--- src/rtl/number_output_convertor_if.sv ---
// Stream bundle for number_output_convertor: a 64-bit binary value in,
// ASCII decimal bytes out, plus a busy flag.
// master: the side that supplies numbers and consumes bytes.
// slave:  the converter itself.
interface number_output_convertor_if;
  logic [63:0] Number_1;
  logic        in_valid;
  logic        in_ready;
  logic [7:0]  out_data;
  logic        out_valid;
  logic        out_ready;
  logic        out_last;
  logic        busy;

  modport master (
    output Number_1, in_valid, out_ready,
    input  in_ready, out_data, out_valid, out_last, busy
  );

  modport slave (
    input  Number_1, in_valid, out_ready,
    output in_ready, out_data, out_valid, out_last, busy
  );
endinterface

--- src/rtl/number_output_convertor.sv ---
// number_output_convertor: turns a 64-bit unsigned value into ASCII decimal,
// most significant digit first, with leading zeros suppressed.
// Double-dabble into 20 BCD digits (64 cycles), then skip leading zero
// digits one per cycle, then emit one byte per out_valid/out_ready handshake.
// Optional feature macro: NUMOUT_NEWLINE_EN appends a 0x0A terminator byte
// which then carries out_last instead of the final digit.
module number_output_convertor #(
  parameter int    UUID = 0,
  parameter string NAME = ""
) (
  input  logic                           clk,
  input  logic                           rst,
  number_output_convertor_if.slave       bus
);

  // Identification only; no sub-instances consume them.
  localparam int    unused_uuid = UUID;
  localparam string unused_name = NAME;

`ifdef NUMOUT_NEWLINE_EN
  localparam bit NL_EN = 1'b1;
`else
  localparam bit NL_EN = 1'b0;
`endif

  typedef enum logic [2:0] {
    S_IDLE    = 3'd0,
    S_CONVERT = 3'd1,
    S_SKIP    = 3'd2,
    S_EMIT    = 3'd3
`ifdef NUMOUT_NEWLINE_EN
    ,
    S_NEWLINE = 3'd4
`endif
  } state_t;

  state_t      state_q;
  logic [63:0] bin_q;
  logic [79:0] bcd_q;
  logic [6:0]  cnt_q;
  logic [4:0]  ndig_q;
  logic        in_ready_q;
  logic        out_valid_q;
  logic        out_last_q;
  logic [7:0]  out_data_q;
  logic        busy_q;

  // Single BCD digit correction: add 3 when >=5, no carry out of the digit.
  function automatic logic [3:0] add3(input logic [3:0] d);
    return (d >= 4'd5) ? (d + 4'd3) : d;
  endfunction

  // One double-dabble step: correct every digit, then shift the whole BCD
  // register left by one with lsb entering digit 0. The bit leaving digit 19
  // is always zero for 64-bit inputs, so it is simply dropped.
  function automatic logic [79:0] bcd_step(input logic [79:0] v, input logic lsb);
    logic [79:0] r;
    logic [3:0]  a;
    logic        c;
    r = '0;
    c = lsb;
    for (int i = 0; i < 20; i++) begin
      a          = add3(v[4*i +: 4]);
      r[4*i +: 4] = {a[2:0], c};
      c          = a[3];
    end
    return r;
  endfunction

  function automatic logic [7:0] ascii_digit(input logic [3:0] d);
    return 8'h30 + {4'h0, d};
  endfunction

  // out_last rides on the final digit only when no newline terminator follows.
  function automatic logic is_last(input logic [4:0] n);
    return (n == 5'd1) & ~NL_EN;
  endfunction

  // Control FSM and datapath with registered outputs; async active-low reset.
  always_ff @(posedge clk or negedge rst) begin
    if (!rst) begin
      state_q     <= S_IDLE;
      bin_q       <= '0;
      bcd_q       <= '0;
      cnt_q       <= '0;
      ndig_q      <= '0;
      in_ready_q  <= 1'b1;
      out_valid_q <= 1'b0;
      out_last_q  <= 1'b0;
      out_data_q  <= 8'h00;
      busy_q      <= 1'b0;
    end else begin
      case (state_q)
        S_IDLE: begin
          if (bus.in_valid) begin
            bin_q      <= bus.Number_1;
            bcd_q      <= '0;
            cnt_q      <= '0;
            ndig_q     <= 5'd20;
            in_ready_q <= 1'b0;
            busy_q     <= 1'b1;
            state_q    <= S_CONVERT;
          end
        end

        S_CONVERT: begin
          bcd_q <= bcd_step(bcd_q, bin_q[63]);
          bin_q <= {bin_q[62:0], 1'b0};
          cnt_q <= cnt_q + 7'd1;
          if (cnt_q == 7'd63) begin
            state_q <= S_SKIP;
          end
        end

        S_SKIP: begin
          if ((bcd_q[79:76] == 4'd0) && (ndig_q > 5'd1)) begin
            bcd_q  <= {bcd_q[75:0], 4'h0};
            ndig_q <= ndig_q - 5'd1;
          end else begin
            out_valid_q <= 1'b1;
            out_data_q  <= ascii_digit(bcd_q[79:76]);
            out_last_q  <= is_last(ndig_q);
            state_q     <= S_EMIT;
          end
        end

        S_EMIT: begin
          if (bus.out_ready) begin
            if (ndig_q > 5'd1) begin
              bcd_q      <= {bcd_q[75:0], 4'h0};
              ndig_q     <= ndig_q - 5'd1;
              out_data_q <= ascii_digit(bcd_q[75:72]);
              out_last_q <= is_last(ndig_q - 5'd1);
            end else begin
`ifdef NUMOUT_NEWLINE_EN
              out_data_q <= 8'h0A;
              out_last_q <= 1'b1;
              state_q    <= S_NEWLINE;
`else
              out_valid_q <= 1'b0;
              out_last_q  <= 1'b0;
              out_data_q  <= 8'h00;
              in_ready_q  <= 1'b1;
              busy_q      <= 1'b0;
              state_q     <= S_IDLE;
`endif
            end
          end
        end

`ifdef NUMOUT_NEWLINE_EN
        S_NEWLINE: begin
          if (bus.out_ready) begin
            out_valid_q <= 1'b0;
            out_last_q  <= 1'b0;
            out_data_q  <= 8'h00;
            in_ready_q  <= 1'b1;
            busy_q      <= 1'b0;
            state_q     <= S_IDLE;
          end
        end
`endif

        default: begin
          out_valid_q <= 1'b0;
          out_last_q  <= 1'b0;
          in_ready_q  <= 1'b1;
          busy_q      <= 1'b0;
          state_q     <= S_IDLE;
        end
      endcase
    end
  end

  assign bus.in_ready  = in_ready_q;
  assign bus.out_valid = out_valid_q;
  assign bus.out_last  = out_last_q;
  assign bus.out_data  = out_data_q;
  assign bus.busy      = busy_q;

endmodule

--- src/flat_wrapper.sv ---
// flat-port wrapper written by rule: the top's interface ports become plain ports
module number_output_convertor_flat 
#(
  parameter int    UUID = 0,
  parameter string NAME = ""
)
  (clk, rst, bus_Number_1, bus_in_valid, bus_out_ready, bus_in_ready, bus_out_data, bus_out_valid, bus_out_last, bus_busy);
  number_output_convertor_if bus_i ();
  input  logic clk;
  input  logic rst;
  input wire logic [$bits(bus_i.Number_1)-1:0] bus_Number_1;
  input wire logic [$bits(bus_i.in_valid)-1:0] bus_in_valid;
  input wire logic [$bits(bus_i.out_ready)-1:0] bus_out_ready;
  output wire logic [$bits(bus_i.in_ready)-1:0] bus_in_ready;
  output wire logic [$bits(bus_i.out_data)-1:0] bus_out_data;
  output wire logic [$bits(bus_i.out_valid)-1:0] bus_out_valid;
  output wire logic [$bits(bus_i.out_last)-1:0] bus_out_last;
  output wire logic [$bits(bus_i.busy)-1:0] bus_busy;
  assign bus_i.Number_1 = bus_Number_1;
  assign bus_i.in_valid = bus_in_valid;
  assign bus_i.out_ready = bus_out_ready;
  assign bus_in_ready = bus_i.in_ready;
  assign bus_out_data = bus_i.out_data;
  assign bus_out_valid = bus_i.out_valid;
  assign bus_out_last = bus_i.out_last;
  assign bus_busy = bus_i.busy;
  number_output_convertor #(.UUID(UUID), .NAME(NAME)) u_core (.clk(clk), .rst(rst), .bus(bus_i));
endmodule
--- config.mk ---
export PLATFORM = sky130hd
export DESIGN_NAME = number_output_convertor_flat
export DESIGN_NICKNAME = d
export VERILOG_FILES = /design/src/rtl/number_output_convertor_if.sv /design/src/rtl/number_output_convertor.sv /design/src/flat_wrapper.sv
export SDC_FILE = /design/constraint.sdc
export NUM_CORES = 1
export LEC_CHECK = 0
export BUFFER_PORTS_ARGS = -buffer_cell sky130_fd_sc_hd__buf_2
export CORE_UTILIZATION = 56
export DETAILED_ROUTE_END_ITERATION = 6
export PLACE_DENSITY = 0.74
export SYNTH_ARGS = -nofsm -noshare
export SYNTH_HDL_FRONTEND = slang
export SYNTH_SLANG_ARGS = --single-unit
--- constraint.sdc ---
create_clock -name clk -period 5.7 [get_ports clk]
set_input_delay 0.57 -clock clk [delete_from_list [all_inputs] [get_ports clk]]
set_output_delay 0.57 -clock clk [all_outputs]
set_load 0.02 [all_outputs]
==> impl_metrics.yaml, run 1 <==
global_routing:
  grt_antenna_before_repair: 0
  grt_pass1_vias: 7786
  grt_remaining_overflow: 0
  grt_util_all_layers: 0.2431
  grt_pass1_wl_mm: 36.45
  grt_max_degree: 94
logic_synthesis:
  synthFlopType: "dfrtp_1"
  synth_area_leaders: "dfrtp_1 41%, o21ai_0 8.2%, ha_1 6.2%, a221oi_2 5.5%, mux2i_1 5.1%"
  yosysTopAreaCellShare: 0.4117
  ys_types: 55
  synth_area_leader_cell: "dfrtp_1"
  async_flop_share: 1.000
  avgSynthCellArea_um2: 9.620
  syn_inst: 1049
  synth_seq_area_share: 0.4143
  syn_area_mm2: 0.01009
  synth-edff-count: 0
  ys_seq_elements: 167
  synth_common_cells: "166 x dfrtp_1, 166 x o21ai_0, 87 x nand2_1"
  yosys_warnings: 0
pwr:
  combPwrFrac: 0.022
  clock_power_share: 0.503
  p_int_w: 0.001949
  p_leak_nw: 4.967
  p_switching_w: 0.0005471
  seq_power_share: 0.475
  swShare: 0.2192
  power.density_mw_per_mm2: 223.7
  vdd_drop_max_uv: 271.3
clock_network:
  cts_root_buf: "clkbuf_16"
  hold_buffers: 0
  clk_latency_ns: 0.43
  cts_resized: 0
  cts_buffer_depth: 2
  cts_sinks: 167
  clk_pin_slew_ns: 0.07
  cts_tree: "done"
  numCtsBuffers: 17
  cts-htree-levels: 4
  cts_setup_buffers: 0
routing:
  via_count: 7889
  drt_pass1_iterations: 5
  wl_per_cell_um: 15.76
  drt_iter0_drc: 465
  route.detailed.drc: 0
  via_per_inst: 5.981
  ant_nets: 0
  wirelength_mm: 20.78
setup_path:
  crit_start: "u_core.state_q[0]"
  cp_max_fo: 93
  worst_setup_path_start_kind: "register"
  path_class: "register to register"
  cp_top_family: "buffers and inverters"
  cp.required_ns: 6.04
  worstReg2RegStart: "u_core.state_q[0]"
  crit_arrival_ns: 3.63
  worstSetupEndpointType: "register"
  cp_slowest_cell: "buf_4"
  crit_chain: "inv_1, ha_2, buf_4, and2b_1, nor3_1, o21ai_4, buf_4, o21ai_0, o21ai_0"
  worstPathBufferInverterCount: 3
  crit_path_max_incr_delay_ns: 0.73
die:
  core-area_mm2: 0.01742
  fp.dieH_um: 136.2
  placementRows: 48
  ios: 80
  chipWidth_um: 136.2
  initial_core_util: 0.5794
  die_area_mm2: 0.01856
final_layout:
  multi_input_area_mm2: 0.005405
  syn_to_final_growth_pct: 10.58
  fin_nets: 1199
  insertedDiodeCount: 0
  final_cells: 1319
  drive_gt1_frac: 0.1645
  seqCellArea_mm2: 0.004180
  n_fill_cell: 1451
placement:
  port_buffers: 77
  place.gp.congestion: 0.7372
  dpl.cell_count: 1287
  place_ws_ns: 2.423
  dpl.hpwl_mm: 12.71
timing:
  hold_viol: 0
  rsz0062_at_grt: "no"
  worst_slack_ns: 2.403
  worst_slew_pin_slew_ns: 1.142
  setup_tns_ns: 0
  drv_slew: 0
  setup_violations: 0
  min_period_ns: 3.297
  skew_ns: 0.009652
  slew_headroom: 0.2368
  max_freq_mhz: 303.3
  fin_crit_sh: 0.5784
hold_path:
  hold_path_class: "primary input to async pin"
outcome:
  status: "complete, no violations"
job:
  maxCapViolCount: 0
## placed cells by master, fill, tap and decap left out, types with 6 or more instances in the layout
master,n
o21ai_0,166
dfrtp_1,166
nand2_1,87
buf_2,76
a21oi_1,60
a22oi_1,53
mux2i_1,51
ha_1,48
inv_1,46
nand2b_1,41
a31oi_1,37
a221oi_2,37
nor2b_1,35
nor3_1,30
xnor2_1,21
a32oi_1,20
clkbuf_16,17
buf_4,12
o21ai_1,6
inv_6,6
## layer usage
layer | track usage | part of all wire | routed length (µm) | up-vias
li1 | - | - | - | 3914
met1 | 0.3217 | 0.47 | 9829 | 3821
met2 | 0.4021 | 0.48 | 10060 | 137
met3 | 0.05108 | 0.032 | 666 | 17
met4 | 0.06667 | 0.011 | 229 | 0
met5 | 0 | 0 | 0 | -
## worst paths after layout
check                                         end  slack [ns]  cells after the start
min in group clk           u_core.bus.out_data[4]        0.37                      2
hold / removal                   u_core.bcd_q[61]        0.13                      1
max in group asynchronous         u_core.cnt_q[5]        4.33                      2
hold reg to reg                   u_core.bin_q[7]        0.49                      2
setup / recovery                 u_core.bcd_q[79]        2.40                      9
setup reg to reg                 u_core.bcd_q[79]        2.40                      9
## final cells by class
class | instances | share of cell area
Clock inverter | 14 | 0.01861
Multi-Input combinational cell | 760 | 0.4844
Clock buffer | 18 | 0.03846
Timing Repair Buffer | 89 | 0.04317
Sequential cell | 167 | 0.3746
Inverter | 46 | 0.01547
Tap cell | 225 | 0.02523
## worst reg2reg max path, delay by kind of cell (launching register included)
kind,cells,cell delay [ns]
adders and majority gates,1,0.59
DFF,1,0.46
and+or+nand+nor,2,0.32
buffers and inverters,3,1.40
AOI/OAI and AO/OA,3,0.44
## power by group through the flow
stage	Clock, W	Sequential (W)	Combinational (W)
final	0.00126	0.00118	0.0000547
after global routing	0.00134	0.00118	0.0000625
after CTS	0.00128	0.00118	0.0000568
after detailed placement	0	0.00121	0.0000567
after global placement	0	0.00121	0.0000570
after floorplan	0	0.00121	0.00000677
## flip-flops by register name (all words and copies together) (netlist names), 2 cells and up
register             flops
u_core.state_q           2
u_core.bcd_q            80
u_core.bus.out_data      5
u_core.cnt_q             7
u_core.bin_q            64
u_core.ndig_q            5
## logic make-up (layout without fill, tap and decap cells)
logic type      count (synthesis)  after routing  synth area share
buf+inv                       123            167           0.05518
fa+ha+maj                      50             50           0.06200
simple gates                  218            218            0.1106
flops                         167            167            0.4143
other cells                     1              2         0.0003716
compound gates                410            410            0.2800
xor+xnor                       23             23           0.01996
mux                            57             57           0.05766
## metrics by stage
step | cell area (µm²) | hold slack, ns | util | total power (W)
final | 11160 | 0.1314 | 0.6407 | 0.002496
after global routing | 11160 | 0.1996 | 0.6407 | 0.002585
after CTS | 11160 | 0.1769 | 0.6407 | 0.002523
after detailed placement | 10520 | 0.4708 | 0.6041 | 0.001264
after global placement | 10520 | 0.4618 | 0.6041 | 0.001264
after floorplan | 10090 | 0.2744 | - | 0.001214
No activity file was read; power rests on OpenSTA's default activity.
==> run 2, diff against run 1 <==
CORE_UTILIZATION = 55   (was 56)
PLACE_DENSITY = 0.76   (was 0.74)
clock period = 2.9 ns   (was 5.7 ns; I/O delays follow)
==> impl_metrics.yaml, run 2 (synthesis results as in run 1) <==
outcome:
  status: "complete, no violations"
setup_path:
  cp.required_ns: 3.25
  r2r_setup_slack_ns: 0.49
  path_class: "register to register"
  crit_path_max_incr_delay_ns: 0.64
  crit_chain: "inv_1, ha_2, and2b_1, nor2b_2, buf_4, a22oi_1, o21ai_0"
  worstSetupEndpointType: "register"
  worstReg2RegStart: "u_core.state_q[0]"
  worst_setup_path_start_kind: "register"
  reg2reg_depth: 7
  cp_slowest_cell: "nor2b_2"
  crit_start: "u_core.state_q[0]"
  crit_arrival_ns: 2.76
  reg2reg_to: "u_core.bin_q[59]"
  cp_max_fo: 19
routing:
  drt_pass1_iterations: 5
  route.detailed.drc: 0
  ant_nets: 0
  drt_iter0_drc: 491
  via_count: 7972
  wirelength_mm: 21.08
  via_per_inst: 6.003
  wl_per_cell_um: 15.88
die:
  core-area_mm2: 0.01796
  die_area_mm2: 0.01889
  chipWidth_um: 137.5
  placementRows: 49
  initial_core_util: 0.5617
  ios: 80
  fp.dieH_um: 137.5
clock_network:
  cts_tree: "done"
  cts_sinks: 167
  cts_root_buf: "clkbuf_16"
  cts-htree-levels: 4
  clk_pin_slew_ns: 0.07
  cts_buffer_depth: 2
  numCtsBuffers: 17
  clk_latency_ns: 0.44
final_layout:
  largest_register_ffs: 80
  regMostFlops: "u_core.bcd_q"
  fin_nets: 1203
  syn_to_final_growth_pct: 11.21
  layout_common_cells: "166 x o21ai_0, 166 x dfrtp_1, 87 x nand2_1"
  final_area_mm2: 0.01122
  top_regs: "u_core.bcd_q x80, u_core.bin_q x64, u_core.cnt_q x7"
  drive_gt1_frac: 0.1676
pwr:
  power.density_mw_per_mm2: 421.8
  vdd_drop_max_uv: 475.4
  p_leak_nw: 4.986
placement:
  port_buffers: 77
  place_ws_ns: 0.5017
  dpl.hpwl_mm: 12.95
  place.gp.congestion: 0.8047
  place_area_mm2: 0.01061
global_routing:
  grt_antenna_before_repair: 1
  grt_util_met3: 0.05923
  grt_util_all_layers: 0.2357
  grt_pass1_vias: 7632
  grt_remaining_overflow: 0
  grt_max_degree: 92
  grt_util_met1: 0.3046
  top_usage_layer: "met2"
  grt_pass1_wl_mm: 35.76
  groute.layer.met2.usage: 0.3908
timing:
  drv_slew: 0
  setup_tns_ns: 0
  min_period_ns: 2.414
  rsz0062_at_grt: "no"
  fin_crit_sh: 0.8323
  worst_slew_pin_slew_ns: 0.8248
  skew_ns: 0.007948
  hold_viol: 0
  worst_slack_ns: 0.4864
  slew_headroom: 0.4502
  max_freq_mhz: 414.3
  setup_violations: 0
hold_path:
  hold-path-endpoint: "u_core.bus.out_data[4]"
  hp-start: "bus_out_ready"
  hold_path_class: "primary input to register"
  whs_path_depth: 2
job:
  maxCapViolCount: 0
## run 2: report_power, final
group	switching, W	internal, W	total [W]
Sequential	0	0.00233	0.00233
Clock	0.00105	0.00124	0.00229
Combinational	0.0000722	0.0000400	0.000112
## run 2: area by class of cell
cell class              count  area (µm²)
inverters                  46       172.7
flip-flops and latches    167        4180
clock buffers              18       439.2
clock inverters            14       158.9
multi-input cells         760        5405
repair buffers             93       576.8
fillers                  1495        6741
well taps                 229       286.5
diodes                      1       2.502
## run 2: routing by layer
| layer | share of wire | routed length, µm |
|---|---|---|
| met5 | 0 | 0 |
| met4 | 0.012 | 257 |
| met3 | 0.039 | 832 |
| met2 | 0.49 | 10280 |
| met1 | 0.46 | 9716 |
## run 2: worst max-delay path by stage
stage | slack, ns | cells past startpoint | endpoint
2_1_floorplan | 0.96 | 9 | u_core.bcd_q[60]
6_report | 0.49 | 7 | u_core.bin_q[59]
4_1_cts | 0.49 | 8 | u_core.bcd_q[19]
3_5_place_dp | 0.50 | 8 | u_core.bcd_q[19]
3_3_place_gp | 0.62 | 7 | u_core.bin_q[62]
5_1_grt | 0.23 | 8 | u_core.bcd_q[23]
## run 2: what timing repair did
item | 4_1_cts | 5_1_grt
hold buffers | 1 | 0
setup buffers | 0 | 0
endpoints found under the setup margin | 0 | 0
gates resized for setup | 0 | 0
hold endpoints to repair | 70 | 0
## run 2: critical path: cells and delay by family (launching register included)
kind | cells | cell delay, ns
buffers and inverters | 2 | 0.48
adder cells (fa/ha/maj) | 1 | 0.30
AND/OR/NAND/NOR | 2 | 0.89
flip-flops | 1 | 0.46
AO/OA/AOI/OAI | 2 | 0.20
## run 2: stage by stage
stage	instances	hold slack [ns]	power (W)	utilization
finish	1328	0.09252	0.004733	0.6247
global route	1327	0.07532	0.004885	0.6246
CTS	1327	0.08101	0.004787	0.6246
detailed placement	1294	0.3659	0.002487	0.5907
global placement	1294	0.3625	0.002487	0.5907
floorplan	1050	-0.005591	0.002387	-
==> run 3, diff against run 2 <==
ABC_AREA = 1   (was unset)
CORE_UTILIZATION = 56   (was 55)
PLACE_DENSITY = 0.74   (was 0.76)
clock period = 2.4 ns   (was 2.9 ns; I/O delays follow)
==> impl_metrics.yaml, run 3 <==
global_routing:
  grt_antenna_before_repair: 0
  grt_util_all_layers: 0.2580
  grt_remaining_overflow: 0
  grt_pass1_vias: 8989
  grt_max_degree: 95
  grt_pass1_wl_mm: 41.03
setup_path:
  cp_max_fo: 80
  crit_arrival_ns: 2.54
  worstSetupEndpointType: "register"
  cp.required_ns: 2.77
  path_class: "register to register"
  worst_setup_path_start_kind: "register"
routing:
  via_count: 9595
  wirelength_mm: 23.29
  drt_iter0_drc: 718
  wl_per_cell_um: 13.14
  ant_nets: 0
  route.detailed.drc: 0
  via_per_inst: 5.412
  drt_pass1_iterations: 5
final_layout:
  final_area_mm2: 0.01176
  drive_gt1_frac: 0.09262
  insertedDiodeCount: 0
  fin_nets: 1650
  layout_common_cells: "514 x nand2_1, 226 x nand3_1, 166 x dfrtp_1"
  top_regs: "u_core.bcd_q x80, u_core.bin_q x64, u_core.cnt_q x7"
  final_common_cell: "nand2_1"
  largest_register_ffs: 80
  fin_util: 0.6501
  syn_to_final_growth_pct: 13.27
  regMostFlops: "u_core.bcd_q"
timing:
  hold_viol: 0
  hold_ws_ns: 0.01477
  fin_crit_sh: 0.9031
  worst_slack_ns: 0.2325
  setup_violations: 0
  max_freq_mhz: 461.4
  min_period_ns: 2.167
  slew_headroom: 0.4161
  worst_slew_pin_slew_ns: 0.8759
  drv_slew: 0
  skew_ns: 0.008256
  setup_tns_ns: 0
  rsz0062_at_grt: "no"
logic_synthesis:
  synthSimpleGateAreaFrac: 0.3361
  synthAdderAreaFrac: 0.06027
  synth_seq_area_share: 0.4027
  async_flop_share: 1.000
  synth_compound_area_frac: 0.1028
  ys_types: 33
  syn_area_mm2: 0.01038
  synthFlopType: "dfrtp_1"
  yosys_warnings: 0
  synth-edff-count: 0
  synthMuxAreaShare: 0
  synth_top_family_by_area: "simple AND/OR/NAND/NOR gates"
  synth.most_common_cell: "nand2_1"
  synth_area_leaders: "dfrtp_1 40%, nand2_1 19%, nand3_1 11%, ha_1 6.0%, o21ai_0 5.7%"
  synth_xor_area_frac: 0.009282
  avgSynthCellArea_um2: 7.080
  synth_common_cells: "514 x nand2_1, 226 x nand3_1, 166 x dfrtp_1"
  yosysTopAreaCellShare: 0.4002
  syn_inst: 1466
  synth_area_leader_cell: "dfrtp_1"
  ys_seq_elements: 167
clock_network:
  cts_root_buf: "clkbuf_16"
  clk_pin_slew_ns: 0.07
  cts_sinks: 167
  cts-htree-levels: 4
  numCtsBuffers: 17
  cts_buffer_depth: 2
  clk_latency_ns: 0.44
  cts_tree: "done"
outcome:
  status: "complete, no violations"
placement:
  port_buffers: 77
  place_area_mm2: 0.01095
  dpl.hpwl_mm: 14.47
  place_ws_ns: 0.07211
  place.gp.congestion: 0.8934
hold_path:
  hold_path_class: "primary input to register"
pwr:
  vdd_drop_max_uv: 950.7
  swShare: 0.4493
  p_leak_nw: 5.999
  seq_power_share: 0.327
  power.density_mw_per_mm2: 1005
  p_int_w: 0.006506
  clock_power_share: 0.236
  p_switching_w: 0.005309
  combPwrFrac: 0.437
die:
  placementRows: 49
  ios: 80
  chipWidth_um: 138.1
  core-area_mm2: 0.01809
  fp.dieH_um: 138.1
  die_area_mm2: 0.01908
  initial_core_util: 0.5739
job:
  maxCapViolCount: 0
[run 3: cell types whose count changed after synthesis, sizes merged, moves of 41 or more]
cell,delta
nand3,+222
nand2b,-41
a21oi,-44
mux2i,-51
a22oi,-53
inv,+106
o21ai,-52
nand2,+429
[run 3: routing by layer]
layer / share of wire / GRT usage / wire [µm] / up-vias
li1: - / - / - / 4915
met1: 0.48 / 0.3405 / 11100 / 4410
met2: 0.46 / 0.4192 / 10670 / 222
met3: 0.043 / 0.05300 / 1005 / 48
met4: 0.022 / 0.09994 / 521 / 0
met5: 0 / 0 / 0 / -
[run 3: cell type report]
class / count / area, µm²
clock buffers: 18 / 439.2
clock inverters: 13 / 155.1
fillers: 1542 / 6329
inverters: 152 / 573.1
multi-input cells: 1076 / 5305
flip-flops and latches: 167 / 4180
well taps: 229 / 286.5
repair buffers: 118 / 818.3
[run 3: cell families (layout without fill, tap and decap cells)]
kind of cell	count (synthesis)	count (layout)
XOR/XNOR	11	11
adder cells (fa/ha/maj)	50	50
other	1	2
AO/OA/AOI/OAI	190	190
flip-flops	167	167
buffers and inverters	224	301
AND/OR/NAND/NOR	823	823
[run 3: final timing paths]
path	cells after the start	from	end	slack [ns]
worst max-delay path	9	u_core.state_q[0]	u_core.bcd_q[70]	0.23
worst min-delay path	3	bus_Number_1[60]	u_core.bin_q[60]	0.01
worst max register to register	9	u_core.state_q[0]	u_core.bcd_q[70]	0.23
worst min register to register	2	u_core.bcd_q[19]	u_core.bcd_q[19]	0.48
max in group asynchronous	3	rst	u_core.bus.in_ready	1.40
min in group asynchronous	2	rst	u_core.bcd_q[60]	0.31
[run 3: through the flow]
| step | std cells | power, W |
|---|---|---|
| 6_report | 1773 | 0.01181 |
| 2_1_floorplan | 1467 | 0.007724 |
| 3_3_place_gp | 1721 | 0.008875 |
| 5_1_grt | 1773 | 0.01273 |
| 3_5_place_dp | 1721 | 0.008980 |
| 4_1_cts | 1773 | 0.01184 |
[run 3: worst max-delay path: stages (launching register included)]
cell and delay [ns]:
dfrtp_1 0.42, inv_1 0.08, ha_1 0.28, inv_2 0.10
or2_1 0.13, nand2_2 0.09, a21oi_4 0.17, buf_6 0.53
nand3_1 0.17, nand2_1 0.10
[run 3: timing repair]
item                                    CTS  global route
hold endpoints to repair                 62             0
gates resized for setup                   0             3
endpoints found under the setup margin    0            83
setup buffers                             0             0
hold buffers                             21             0
[run 3: power groups by stage]
stage	logic, W	clock network, W	registers (W)
2_1_floorplan	0.00386	0	0.00387
3_3_place_gp	0.00499	0	0.00389
3_5_place_dp	0.00508	0	0.00390
4_1_cts	0.00514	0.00284	0.00386
5_1_grt	0.00584	0.00295	0.00395
6_report	0.00516	0.00279	0.00386
